[config.mk]
export PLATFORM = sky130hd
export DESIGN_NAME = simon_pad
export DESIGN_NICKNAME = d
export VERILOG_FILES = /design/src/rtl/simon_pad_pkg.sv /design/src/rtl/simon_debounce.sv /design/src/rtl/simon_pad.sv
export SDC_FILE = /design/constraint.sdc
export NUM_CORES = 1
export LEC_CHECK = 0
export ABC_AREA = 1
export BUFFER_PORTS_ARGS = -buffer_cell sky130_fd_sc_hd__buf_2
export CORE_MARGIN = 4
export CORE_UTILIZATION = 55
export DETAILED_ROUTE_END_ITERATION = 16
export GPL_TIMING_DRIVEN = 0
export PLACE_DENSITY_LB_ADDON = 0.08
export SETUP_SLACK_MARGIN = 0.5
export SLEW_MARGIN = 20
export SYNTH_ARGS = -nofsm -noshare
export SYNTH_HDL_FRONTEND = slang
export SYNTH_SLANG_ARGS = --single-unit
[constraint.sdc]
create_clock -name clk -period 3.2 [get_ports clk]
set_input_delay 0.16 -clock clk [delete_from_list [all_inputs] [get_ports clk]]
set_output_delay 0.16 -clock clk [all_outputs]
set_load 0.01 [all_outputs]
[src/rtl/simon_pad_pkg.sv]
// ============================================================================
// Module  : simon_pad_pkg
// Brief   : Shared pad constants, lamp FSM state encoding and pad index helpers.
// Revision: 1.0
// ============================================================================
`default_nettype none

package simon_pad_pkg;

  localparam int NUM_PADS  = 4;
  localparam int PAD_IDX_W = 2;

  typedef enum logic [1:0] {
    ST_IDLE = 2'd0,
    ST_SHOW = 2'd1,
    ST_ECHO = 2'd2,
    ST_OVER = 2'd3
  } lamp_state_e;

  function automatic logic [NUM_PADS-1:0] pad_onehot(input logic [PAD_IDX_W-1:0] idx);
    logic [NUM_PADS-1:0] w_vec;
    w_vec      = '0;
    w_vec[idx] = 1'b1;
    return w_vec;
  endfunction

  // Highest set bit wins; callers only pass one-hot vectors.
  function automatic logic [PAD_IDX_W-1:0] pad_encode(input logic [NUM_PADS-1:0] vec);
    logic [PAD_IDX_W-1:0] w_idx;
    w_idx = '0;
    for (int i = 0; i < NUM_PADS; i++) begin
      if (vec[i]) w_idx = PAD_IDX_W'(i);
    end
    return w_idx;
  endfunction

endpackage

`default_nettype wire

[src/rtl/simon_debounce.sv]
// ============================================================================
// Module  : simon_debounce
// Brief   : Two-flop synchroniser plus consecutive-sample debouncer for one button.
// Revision: 1.0
// ============================================================================
`default_nettype none

module simon_debounce #(
  parameter int DEBOUNCE_TICKS = 3
) (
  input  logic clk,
  input  logic reset_n,
  input  logic i_btn,
  output logic o_stable
);

  localparam int c_CNT_W = (DEBOUNCE_TICKS > 1) ? $clog2(DEBOUNCE_TICKS) : 1;
  localparam logic [c_CNT_W-1:0] c_LAST = c_CNT_W'(DEBOUNCE_TICKS - 1);

  logic               r_sync1;
  logic               r_sync2;
  logic               r_stable;
  logic [c_CNT_W-1:0] r_cnt;

  always_ff @(posedge clk or negedge reset_n) begin
    if (!reset_n) begin
      r_sync1  <= 1'b0;
      r_sync2  <= 1'b0;
      r_stable <= 1'b0;
      r_cnt    <= '0;
    end else begin
      r_sync1 <= i_btn;
      r_sync2 <= r_sync1;
      // Any sample agreeing with the stable state restarts the run.
      if (r_sync2 == r_stable) begin
        r_cnt <= '0;
      end else if (r_cnt == c_LAST) begin
        r_stable <= r_sync2;
        r_cnt    <= '0;
      end else begin
        r_cnt <= r_cnt + c_CNT_W'(1);
      end
    end
  end

  assign o_stable = r_stable;

endmodule

`default_nettype wire

[src/rtl/simon_pad.sv]
// ============================================================================
// Module  : simon_pad
// Brief   : Player pad front end: debounce, arm, accept/encode presses, drive lamps.
// Revision: 1.0
// ============================================================================
`default_nettype none

module simon_pad
  import simon_pad_pkg::*;
#(
  parameter int DEBOUNCE_TICKS = 3,
  parameter int ECHO_TICKS     = 15,
  parameter int BLINK_TICKS    = 30
) (
  input  logic                 clk,
  input  logic                 reset_n,
  input  logic [NUM_PADS-1:0]  btn,
  input  logic                 simonTurn,
  input  logic [PAD_IDX_W-1:0] simonNum,
  input  logic                 simonPressed,
  input  logic                 gameOver,
  output logic [PAD_IDX_W-1:0] playerNum,
  output logic                 playerPressed,
  output logic [NUM_PADS-1:0]  lamp,
  output logic                 accepting
);

  localparam int c_SETTLE   = 2 + DEBOUNCE_TICKS;
  localparam int c_SETTLE_W = $clog2(c_SETTLE + 1);
  localparam int c_ECHO_W   = $clog2(ECHO_TICKS + 1);
  localparam int c_BLINK_W  = (BLINK_TICKS > 1) ? $clog2(BLINK_TICKS) : 1;
  localparam logic [c_BLINK_W-1:0] c_BLINK_LAST = c_BLINK_W'(BLINK_TICKS - 1);

  logic [NUM_PADS-1:0]   w_deb;
  logic [NUM_PADS-1:0]   r_prev;
  logic [NUM_PADS-1:0]   w_rise;
  logic [PAD_IDX_W-1:0]  w_rise_idx;
  logic                  w_accept;
  logic [c_SETTLE_W-1:0] r_settle;
  logic                  w_settled;
  logic                  r_armed;
  logic                  r_accepting;
  logic [PAD_IDX_W-1:0]  r_player_num;
  logic                  r_player_pressed;

  lamp_state_e           r_state;
  lamp_state_e           w_state_next;
  logic [NUM_PADS-1:0]   r_lamp;
  logic [NUM_PADS-1:0]   w_lamp_next;
  logic [c_ECHO_W-1:0]   r_echo;
  logic [c_ECHO_W-1:0]   w_echo_next;
  logic [c_BLINK_W-1:0]  r_blink;
  logic [c_BLINK_W-1:0]  w_blink_next;

  for (genvar gi = 0; gi < NUM_PADS; gi++) begin : g_deb
    simon_debounce #(
      .DEBOUNCE_TICKS(DEBOUNCE_TICKS)
    ) u_debounce (
      .clk     (clk),
      .reset_n (reset_n),
      .i_btn   (btn[gi]),
      .o_stable(w_deb[gi])
    );
  end

  assign w_rise     = w_deb & ~r_prev;
  assign w_rise_idx = pad_encode(w_rise);
  // Exactly one rising bit and nothing else held down.
  assign w_accept   = r_accepting & $onehot(w_rise) & (w_deb == w_rise);
  // Arming waits for the sync+debounce pipeline to reflect a button held through reset.
  assign w_settled  = (r_settle == c_SETTLE_W'(c_SETTLE));

  always_ff @(posedge clk or negedge reset_n) begin
    if (!reset_n) begin
      r_prev           <= '0;
      r_settle         <= '0;
      r_armed          <= 1'b0;
      r_accepting      <= 1'b0;
      r_player_num     <= '0;
      r_player_pressed <= 1'b0;
    end else begin
      r_prev <= w_deb;
      if (!w_settled) r_settle <= r_settle + c_SETTLE_W'(1);
      if (w_settled && (w_deb == '0)) r_armed <= 1'b1;
      r_accepting      <= r_armed & ~simonTurn & ~gameOver;
      r_player_pressed <= w_accept;
      if (w_accept) r_player_num <= w_rise_idx;
    end
  end

  always_ff @(posedge clk or negedge reset_n) begin
    if (!reset_n) begin
      r_state <= ST_IDLE;
      r_lamp  <= '0;
      r_echo  <= '0;
      r_blink <= '0;
    end else begin
      r_state <= w_state_next;
      r_lamp  <= w_lamp_next;
      r_echo  <= w_echo_next;
      r_blink <= w_blink_next;
    end
  end

  always_comb begin
    w_state_next = ST_IDLE;
    w_lamp_next  = '0;
    w_echo_next  = '0;
    w_blink_next = '0;
    if ((r_state == ST_OVER) || gameOver) begin
      w_state_next = ST_OVER;
      if (r_state != ST_OVER) begin
        w_lamp_next = '1;
      end else if (r_blink == c_BLINK_LAST) begin
        w_lamp_next = ~r_lamp;
      end else begin
        w_lamp_next  = r_lamp;
        w_blink_next = r_blink + c_BLINK_W'(1);
      end
    end else if (simonTurn) begin
      w_state_next = ST_SHOW;
      w_lamp_next  = simonPressed ? pad_onehot(simonNum) : '0;
    end else if (w_accept) begin
      w_state_next = ST_ECHO;
      w_lamp_next  = pad_onehot(w_rise_idx);
      w_echo_next  = c_ECHO_W'(ECHO_TICKS);
    end else if ((r_state == ST_ECHO) && (r_echo > c_ECHO_W'(1))) begin
      w_state_next = ST_ECHO;
      w_lamp_next  = r_lamp;
      w_echo_next  = r_echo - c_ECHO_W'(1);
    end
  end

  assign playerNum     = r_player_num;
  assign playerPressed = r_player_pressed;
  assign lamp          = r_lamp;
  assign accepting     = r_accepting;

endmodule

`default_nettype wire

Yosys cells after proc, flatten, opt, wreduce, memory -nomap -nowiden
Index checks and enable logic that the tools add are counted.

Register bits after elaboration: 47. Bits of input ports: 11. Word-level logic and storage cells: 115.

Add/subtract/negate cells: 10. $lt $le $gt $ge: 5. Eq/ne operators: 17. Mux-type cells: 33. Bitwise logic cells: 13. Reduce and logical (&&, ||, !) cells: 11.

Operators with widths (count): 4-bit two-way mux (11); 2-bit two-way mux (14); 5-bit two-way mux (3); 2-bit equality test (second input constant) (6); 2-bit AND reduction (5); 2-bit by 1-bit adder with 2-bit output (second input constant) (4); 4-bit NOT (2); 2-bit by 3-bit < comparator with 1-bit output (second input constant) (2); 1-bit NOT (6); 5-bit by 1-bit adder with 5-bit output (second input constant) (1); 5-bit equality test (second input constant) (1); 1-bit by 1-bit adder with 2-bit output (2); 1-bit AND (4); 4-bit AND (1); 1-bit demux with 2-bit select (2); 1-bit equality test (4); 4-bit equality test (1); 2-bit by 1-bit >= comparator with 1-bit output (second input constant) (2); 4-bit by 1-bit > comparator with 1-bit output (second input constant) (1); 1-bit logical AND (4); 4-bit logical NOT (1); 4-bit inequality test (second input constant) (1); 4-bit by 1-bit subtractor with 4-bit output (second input constant) (1); 2-bit by 2-bit adder with 3-bit output (1); 7 further kinds (9).

Logic depth before layout (Yosys ltp)
Gate-level depths: netlist of run 1.

Depth after elaboration: 12. Mapped depth: 15. Gate-level depth less buffers: 15.

Hierarchy
From an unflattened synthesis of run 1, not the netlist that was laid out.

Cell total of the unflattened synthesis: 253. Area, all modules: 2155.8 sq um.

Modules (own cells, without submodules): simon_pad (instances 1, cells each 169, area each 1410.1 sq um, sequential area each 675.6 sq um); simon_debounce (instances 4, cells each 21, area each 186.4 sq um, sequential area each 125.1 sq um).

Worst setup path after synthesis of run 1
OpenSTA, ideal clock, no wires.

Path type: register -> register. From: register g_deb[3].u_debounce.r_stable. To: register r_lamp[2], in the netlist lamp[2]. Arrival: 2.217 ns. Required time: 3.135 ns. Setup slack: 0.918 ns. Stages on the path, launching flop included: 15. Buffers on the path: 0. Clock period less this slack: 2.282 ns. Cell sequence: dfrtp_1 nand2_1 inv_1 fa_1 ha_1 ha_1 nor2_1 nand3_1 clkinv_1 nand2_4 nand2_2 nand2_4 nor2_1 nand2_1 nand2_1.

Word-level cells in the longest chain between the ends: 9. Elaborated cells between the ends (all ways): 18. Those cells by class: add/sub: 2; order compare: 2; eq/ne: 3; mux: 6; bitwise: 3; reduce/logical: 2.

RTL lines: start, declared (RTL line simon_debounce.sv:22) `logic r_stable;`; start signal, assigned (RTL line simon_debounce.sv:38) `r_stable <= r_sync2;`; 4-bit AND (RTL line simon_pad.sv:66) `assign w_rise = w_deb & ~r_prev;`; 1-bit by 1-bit adder with 2-bit output (implied by the code) / 2-bit two-way mux (equally long branches) (RTL line simon_pad.sv:69, simon_pad_pkg.sv:32); 2-bit by 2-bit adder with 3-bit output (implied by the code) (tied with other cells) (RTL line simon_pad.sv:69) `assign w_accept = r_accepting & $onehot(w_rise) & (w_deb == w_rise);`; 3-bit by 1-bit equality test with 1-bit output / 1-bit logical AND (equally long branches) (RTL line simon_pad.sv:69, simon_pad_pkg.sv:23); 1-bit AND / 1-bit two-way mux (equally long branches) (RTL line simon_pad.sv:69, simon_pad_pkg.sv:23); 1-bit AND / 1-bit demux with 2-bit select (equally long branches) (RTL line simon_pad.sv:69, simon_pad_pkg.sv:23); 4-bit two-way mux (RTL line simon_pad.sv:123) `end else if (w_accept) begin`; 4-bit two-way mux (RTL line simon_pad.sv:120) `end else if (simonTurn) begin`; 4-bit two-way mux (RTL line simon_pad.sv:110) `if ((r_state == ST_OVER) || gameOver) begin`; end signal, assigned (RTL line simon_pad.sv:99) `r_lamp <= w_lamp_next;`; end, declared (RTL line simon_pad.sv:48) `logic [NUM_PADS-1:0] r_lamp;`.

Several ways; a longest one is shown, not always the timed one. A chain may end at the register's enable or synchronous reset.

Worst setup path in the final report of run 1
Ends and elaborated chain as after synthesis.

==> results.yml, run 1 <==
routing:
  avgRoutedWirePerCell_um: 10.45
  ant_nets: 0
  drc: 0
  vias: 1419
  viasPerCell: 4.730
  first_pass_iters: 4
  initialDrtViolationCount: 69
  wl_mm: 3.134
worst_setup_path:
  path_max_fanout: 6
  max_stage_delay_ns: 0.47
  cp_common_cell: "nand2_1"
  startpoint: "g_deb[3].u_debounce.o_stable"
  path_cells: "nand2_1 > inv_1 > fa_1 > ha_1 > ha_1 > nor2_1 > nand3_1 > clkinv_1 > nand2_4 > nand2_2 > nand2_4 > nor2_1 > nand2_1 > nand2_1"
  critPathLaunchType: "flip-flop"
  cp.buffers_inverters: 2
  cp-end-kind: "flip-flop"
  crit_slowest_cell: "fa_1"
  crit_arrival_ns: 2.73
  worstSetupPathType: "flip-flop to flip-flop"
  cpLargestDelayFamily: "adder cells"
  r2r_start: "g_deb[3].u_debounce.o_stable"
  required_ns: 3.44
sta:
  hold_viol: 0
  holdWs_ns: 0.1404
  layout_min_cycle_time_ns: 2.495
  slew_headroom_pct: 62.35
  fin_crit_sh_pct: 77.98
  final_max_slew_viol_count: 0
  worst_pin_slew_ns: 0.5648
  rsz0062_at_grt: "false"
  setup-violations-final: 0
  fmax_mhz: 400.8
  fin_tns_setup_ns: 0
  finClkSkew_ns: 0.008692
  fin_ws_ns: 0.7048
global_route:
  first_global_vias: 1392
  antenna_found_initial: 0
  overflow: 0
  track_usage_pct: 15.15
  grt_pass1_wl_mm: 5.947
  grt_max_degree: 48
layout:
  layout-drive-gt1-share_pct: 15.08
  n_fill_cell: 319
  area_delta_synth_final_pct: 14.35
  diodes: 0
  nets: 271
  design_area_sq_mm: 0.002392
logic_synthesis:
  synthTopCellsByArea: "dfrtp_1 (56%), nand2_1 (9.2%), inv_1 (6.5%)"
  synth_top_cell_area_share_pct: 56.22
  ys_ff_latch: 47
  syn_inst: 221
  synthArstFlopShare_pct: 100.0
  yosysTopAreaCell: "dfrtp_1"
  synth_commonest_cells: "nand2_1 (51), dfrtp_1 (47), inv_1 (36)"
  synthFlopType: "dfrtp_1"
  yosys_warnings: 0
  syn_area_sq_mm: 0.002092
  synth-edff-count: 0
  syn_nets: 241
  synthMostInstantiatedCell: "nand2_1"
  synth_cell_types: 25
  ys_seq_area_share_pct: 56.22
  postSynthAreaPerCell_sq_um: 9.466
clocking:
  tritoncts: "yes"
  cts_setup_buffers: 0
  htree_levels: 2
  path_clk_slew_ns: 0.08
  cts.sinks: 47
  ctsLongestPathBuffers: 2
  cts-root-buf: "clkbuf_8"
  cts_buffers: 5
  clkLatencyLatePin_ns: 0.29
pwr:
  leakagePower_nw: 1.238
  ir_worst_vdd_mv: 0.4011
  p_per_area_mw_per_mm2: 659.5
  finalPower_mw: 1.578
floorplanning:
  die_h_um: 69.68
  start_util_pct: 57.14
  rows: 22
  coreArea_sq_mm: 0.003661
  die-area_sq_mm: 0.004855
  die_w_um: 69.68
  ios: 19
placed_design:
  io_buffers: 18
  dp_hpwl_mm: 2.332
  post-place-ws_ns: 0.7053
  gp_congestion: 0.7448
  dpl_cell_area_sq_mm: 0.002242
run_status:
  status: "completed"
min_path:
  worstHoldStart: "simonTurn"
  hold_path.class: "input port to flip-flop"
job:
  maxCapViolations: 0
layout make-up:
cell class              count  area [sq um]  share of cell area [%]
flip-flops and latches     47          1176                   49.16
multi-input cells         135         772.0                   32.27
inverters                  39         146.4                   6.119
repair buffers             23         142.6                   5.962
clock buffers               7         86.33                   3.609
well taps                  48         60.06                   2.510
clock inverters             1         8.758                  0.3661
placed cells by master (no fill, tap or decap), drive strengths merged:
master and instances:
mux2i 1, nor3 10, clkbuf 7, inv 38, xor2 2, ha 8, a31oi 4, dfrtp 47
clkinv 2, o31ai 1, fa 1, o21ai 12, xnor2 9, nand3 11, a21oi 2, nand2 55
buf 18, nor2 19, dlygate4sd3 5
cell families (layout without fill, tap and decap cells):
| kind of cell | count (synthesis) | in the layout | synth area share (%) |
|---|---|---|---|
| flip-flops | 47 | 47 | 56.22 |
| AO/OA/AOI/OAI | 19 | 19 | 5.622 |
| XOR/XNOR | 11 | 11 | 4.606 |
| adder cells (fa/ha/maj) | 9 | 9 | 5.742 |
| buffers and inverters | 39 | 70 | 6.998 |
| multiplexers | 1 | 1 | 0.4785 |
| AND/OR/NAND/NOR | 95 | 95 | 20.34 |
repair_timing:
action	in CTS	in global routing
gates resized for setup	0	1
hold endpoints to repair	4	47
hold buffers	4	1
endpoints found under the setup margin	0	1
per-stage QoR:
stage | utilization [%] | std cells
after detailed placement | 61.24 | 287
after global placement | 61.24 | 287
after floorplan | - | 221
after global routing | 65.35 | 300
final | 65.35 | 300
after CTS | 64.94 | 299
path summary, 6_finish.rpt:
path	to	slack, ns	cells after the start
worst max register to register	lamp[2]	0.70	14
worst max-delay path	lamp[2]	0.70	14
worst min register to register	g_deb[0].u_debounce.r_sync2	0.35	0
min in group asynchronous	g_deb[1].u_debounce.r_cnt[1]	0.41	2
max in group asynchronous	lamp[2]	2.42	2
worst min-delay path	r_state[1]	0.14	2
state kept, by name, indices dropped and copies added (netlist names), 2 cells and up:
signal,count
g_deb.u_debounce.r_cnt,8
r_blink,5
g_deb.u_debounce.o_stable,4
g_deb.u_debounce.r_sync1,4
g_deb.u_debounce.r_sync2,4
lamp,4
r_echo,4
r_prev,4
r_settle,3
playerNum,2
r_state,2
where the power goes:
group          total, mW  internal, mW  switching (mW)
Clock              0.361         0.177           0.184
Sequential         0.797         0.712          0.0848
Combinational      0.420         0.164           0.256
routing by layer:
metal | vias to the layer above | share of wire, % | track usage, %
met3 | 5 | 5.0 | 5.072
met2 | 22 | 44 | 23.31
met5 | - | 0 | 0
met4 | 0 | 1.5 | 6.383
met1 | 640 | 49 | 19.66
li1 | 752 | - | -
Note: power is estimated with default switching activity, not from simulation.
==> inputs of run 2 (changes only) <==
clock period = 2.5 ns   (was 3.2 ns; I/O delays follow)
==> results.yml, run 2 (synthesized netlist as in run 1, its figures left out) <==
pwr:
  internal_power_mw: 1.445
  combPwrFrac_pct: 34.0
  p_switching_uw: 789.0
  finalPower_mw: 2.234
  ir_worst_vdd_mv: 0.7400
  leakagePower_nw: 1.293
  p_per_area_mw_per_mm2: 883.5
  p_sw_share_pct: 35.32
  p_seq_share_pct: 45.5
  clkPwrFrac_pct: 20.5
routing:
  viasPerCell: 4.727
  vias: 1470
  avgRoutedWirePerCell_um: 11.21
  wl_mm: 3.485
  initialDrtViolationCount: 73
  first_pass_iters: 5
  drc: 0
  ant_nets: 0
clocking:
  cts-root-buf: "clkbuf_8"
  cts_buffers: 5
  clkLatencyLatePin_ns: 0.30
  ctsLongestPathBuffers: 2
  cts.sinks: 47
  path_clk_slew_ns: 0.09
  htree_levels: 2
  tritoncts: "yes"
layout:
  diodes: 0
  layout-drive-gt1-share_pct: 24.33
  nets: 282
  final_common_cell: "nand2_1"
  fin_util_pct: 69.07
  largest_reg_flops: 8
  area_delta_synth_final_pct: 20.87
  layout_common_cells: "nand2_1 (50), dfrtp_1 (46), inv_1 (32)"
  reg.largest.list: "g_deb.u_debounce.r_cnt (8), r_blink (5)"
  top_register: "g_deb.u_debounce.r_cnt"
  n_fill_cell: 290
floorplanning:
  die_h_um: 69.68
  ios: 19
  rows: 22
  die_w_um: 69.68
  coreArea_sq_mm: 0.003661
  die-area_sq_mm: 0.004855
  start_util_pct: 57.14
sta:
  hold_viol: 0
  fmax_mhz: 453.6
  rsz0062_at_grt: "true"
  fin_tns_setup_ns: 0
  fin_ws_ns: 0.2957
  layout_min_cycle_time_ns: 2.204
  slew_headroom_pct: 62.27
  worst_pin_slew_ns: 0.5660
  final_max_slew_viol_count: 0
  setup-violations-final: 0
  fin_crit_sh_pct: 88.17
  finClkSkew_ns: 0.006617
worst_setup_path:
  worstSetupPathType: "flip-flop to flip-flop"
  crit_arrival_ns: 2.45
  required_ns: 2.74
  path_max_fanout: 6
  critPathLaunchType: "flip-flop"
  cp-end-kind: "flip-flop"
min_path:
  hold_path.class: "input port to flip-flop"
global_route:
  grt_pass1_wl_mm: 6.092
  first_global_vias: 1435
  grt_max_degree: 48
  overflow: 0
  antenna_found_initial: 0
  track_usage_pct: 15.54
placed_design:
  io_buffers: 18
  gp_congestion: 0.7396
  post-place-ws_ns: 0.1755
  dp_hpwl_mm: 2.400
job:
  maxCapViolations: 0
run_status:
  status: "completed"
-- run 2: layout make-up --
type / count / area (sq um) / area share, %
Sequential cell: 47 / 1177 / 46.56
Multi-Input combinational cell: 135 / 823.3 / 32.56
Clock inverter: 3 / 25.02 / 0.9896
Tap cell: 48 / 60.06 / 2.375
Inverter: 39 / 148.9 / 5.888
Clock buffer: 5 / 68.82 / 2.721
Timing Repair Buffer: 34 / 225.2 / 8.906
-- run 2: path summary, 6_finish.rpt --
| path | endpoint | slack (ns) | cells after the start | from |
|---|---|---|---|---|
| max | lamp[0] | 0.30 | 12 | g_deb[3].u_debounce.o_stable |
| min | r_state[1] | 0.08 | 2 | simonTurn |
| max reg2reg | lamp[0] | 0.30 | 12 | g_deb[3].u_debounce.o_stable |
| min reg2reg | g_deb[2].u_debounce.r_sync2 | 0.35 | 0 | g_deb[2].u_debounce.r_sync1 |
| max in group asynchronous | g_deb[3].u_debounce.o_stable | 1.73 | 2 | reset_n |
| min in group asynchronous | r_state[1] | 0.36 | 2 | reset_n |
-- run 2: what timing repair did --
action | CTS | global route
pin swaps | 6 | 3
hold buffers | 4 | 1
setup endpoints to repair | 12 | 12
endpoints found under the hold margin | 4 | 47
gates cloned | 0 | 0
gates resized for setup | 8 | 4
buffers inserted | 6 | 5
-- run 2: routing by layer --
| metal | share of wire [%] | global-route usage (%) | vias to the layer above |
|---|---|---|---|
| li1 | - | - | 764 |
| met3 | 4.4 | 4.638 | 6 |
| met5 | 0 | 0 | - |
| met2 | 49 | 26.06 | 23 |
| met4 | 1.0 | 3.830 | 0 |
| met1 | 45 | 19.79 | 677 |
-- run 2: through the flow --
stage | cells | hold WS, ns | instance area, sq um
2_1_floorplan | 221 | -0.1706 | 2133
3_5_place_dp | 287 | 0.2348 | 2283
5_1_grt | 311 | 0.08209 | 2529
6_report | 311 | 0.08098 | 2529
3_3_place_gp | 287 | 0.2339 | 2283
4_1_cts | 305 | 0.01982 | 2469
-- run 2: critical path, stage by stage (launching register included) --
cell and delay [ns]:
dfrtp_2 0.44, nand2_4 0.07, inv_2 0.04, fa_1 0.48, ha_2 0.19, ha_4 0.20, nor2_2 0.08, nand3_2 0.12
nor2_4 0.18, nand2_1 0.07, nand2_1 0.09, nand3_1 0.09, nand2_1 0.08
-- run 2: power groups by stage --
| stage | sequential, mW | clock, mW | combinational [mW] |
|---|---|---|---|
| floorplan | 1.03 | 0 | 0.484 |
| global placement | 1.04 | 0 | 0.603 |
| detailed placement | 1.05 | 0 | 0.620 |
| CTS | 1.02 | 0.476 | 0.717 |
| global route | 1.04 | 0.508 | 0.868 |
| finish | 1.02 | 0.458 | 0.760 |
==> inputs of run 3 (changes only) <==
CORE_UTILIZATION = 35   (was 55)
==> results.yml, run 3 (synthesized netlist as in run 1, its figures left out) <==
layout:
  area_delta_synth_final_pct: 23.74
  layout_common_cells: "nand2_1 (48), dfrtp_1 (46), inv_1 (33)"
  top_register: "g_deb.u_debounce.r_cnt"
  final_common_cell: "nand2_1"
  design_area_sq_mm: 0.002589
  largest_reg_flops: 8
  fin_util_pct: 45.89
  layout-drive-gt1-share_pct: 25.38
  nets: 283
  reg.largest.list: "g_deb.u_debounce.r_cnt (8), r_blink (5)"
  diodes: 0
  instances_no_fill: 336
routing:
  avgRoutedWirePerCell_um: 10.52
  first_pass_iters: 4
  initialDrtViolationCount: 65
  vias: 1417
  ant_nets: 0
  drc: 0
  wl_mm: 3.536
  viasPerCell: 4.217
worst_setup_path:
  worstSetupPathType: "flip-flop to flip-flop"
  cp-end-kind: "flip-flop"
  path_max_fanout: 6
  critPathLaunchType: "flip-flop"
  crit_arrival_ns: 2.39
  required_ns: 2.74
clocking:
  tritoncts: "yes"
  cts-root-buf: "clkbuf_8"
  ctsLongestPathBuffers: 2
  path_clk_slew_ns: 0.09
  cts.sinks: 47
  cts_buffers: 5
  htree_levels: 2
  clkLatencyLatePin_ns: 0.29
job:
  maxCapViolations: 0
pwr:
  finalPower_mw: 2.307
  ir_worst_vdd_mv: 0.4334
  p_per_area_mw_per_mm2: 891.2
  leakagePower_nw: 1.299
global_route:
  antenna_found_initial: 0
  track_usage_pct: 11.07
  grt_pass1_wl_mm: 6.541
  overflow: 0
  grt_max_degree: 48
  first_global_vias: 1468
floorplanning:
  coreArea_sq_mm: 0.005642
  rows: 27
  die_w_um: 85.31
  start_util_pct: 37.08
  die_h_um: 85.31
  die-area_sq_mm: 0.007278
  ios: 19
sta:
  fin_ws_ns: 0.3488
  holdWs_ns: 0.09230
  worst_pin_slew_ns: 0.5848
  slew_headroom_pct: 61.02
  setup-violations-final: 0
  finClkSkew_ns: 0.007383
  rsz0062_at_grt: "true"
  fmax_mhz: 464.8
  fin_tns_setup_ns: 0
  layout_min_cycle_time_ns: 2.151
  hold_viol: 0
  fin_crit_sh_pct: 86.05
  final_max_slew_viol_count: 0
placed_design:
  dpl_cell_area_sq_mm: 0.002313
  gp_congestion: 0.6848
  dp_hpwl_mm: 2.450
  io_buffers: 18
  post-place-ws_ns: 0.2080
  dp.cells: 311
min_path:
  hold_path.class: "input port to flip-flop"
run_status:
  status: "completed"
-- run 3: layout make-up --
| cell class | instances | area (sq um) |
|---|---|---|
| Fill cell | 540 | 3053 |
| Sequential cell | 47 | 1177 |
| Multi-Input combinational cell | 135 | 837.1 |
| Timing Repair Buffer | 35 | 236.5 |
| Inverter | 39 | 148.9 |
| Tap cell | 72 | 90.09 |
| Clock buffer | 6 | 82.58 |
| Clock inverter | 2 | 16.27 |
-- run 3: repair_timing --
item,4_1_cts,5_1_grt
gates resized for setup,7,9
setup endpoints to repair,12,12
cloned,0,0
pin swaps,9,4
setup buffers,11,1
hold buffers,4,1
hold endpoints to repair,4,47
-- run 3: critical path, stage by stage, from the launching register on --
cell and delay, ns:
dfrtp_1 0.40, inv_2 0.07, nor2_2 0.04, fa_1 0.54, ha_2 0.19, ha_4 0.20, nor2_4 0.09, nand3_4 0.10
inv_4 0.08, nand2_4 0.06, nand2_4 0.06, nand2_4 0.06, nor2_2 0.10, nand2_1 0.05, nand2_1 0.05
-- run 3: metal layers --
| layer | routed length [um] | track usage, % |
|---|---|---|
| met1 | 1755 | 14.97 |
| met3 | 154 | 3.107 |
| met2 | 1583 | 17.16 |
| met4 | 42 | 3.453 |
| met5 | 0 | 0 |
-- run 3: path summary, 6_finish.rpt --
check / start / end / slack, ns / cells past startpoint
min reg2reg: g_deb[1].u_debounce.r_sync1 / g_deb[1].u_debounce.r_sync2 / 0.35 / 0
min in group asynchronous: reset_n / g_deb[3].u_debounce.r_cnt[0] / 0.37 / 2
max: g_deb[0].u_debounce.o_stable / lamp[2] / 0.35 / 14
min: simonTurn / r_state[1] / 0.09 / 2
max in group asynchronous: reset_n / g_deb[3].u_debounce.o_stable / 1.71 / 2
max reg2reg: g_deb[0].u_debounce.o_stable / lamp[2] / 0.35 / 14
-- run 3: power by group --
part	internal, mW	switching [mW]
Clock	0.226	0.257
Combinational	0.370	0.444
Sequential	0.913	0.0971
Total	1.51	0.798
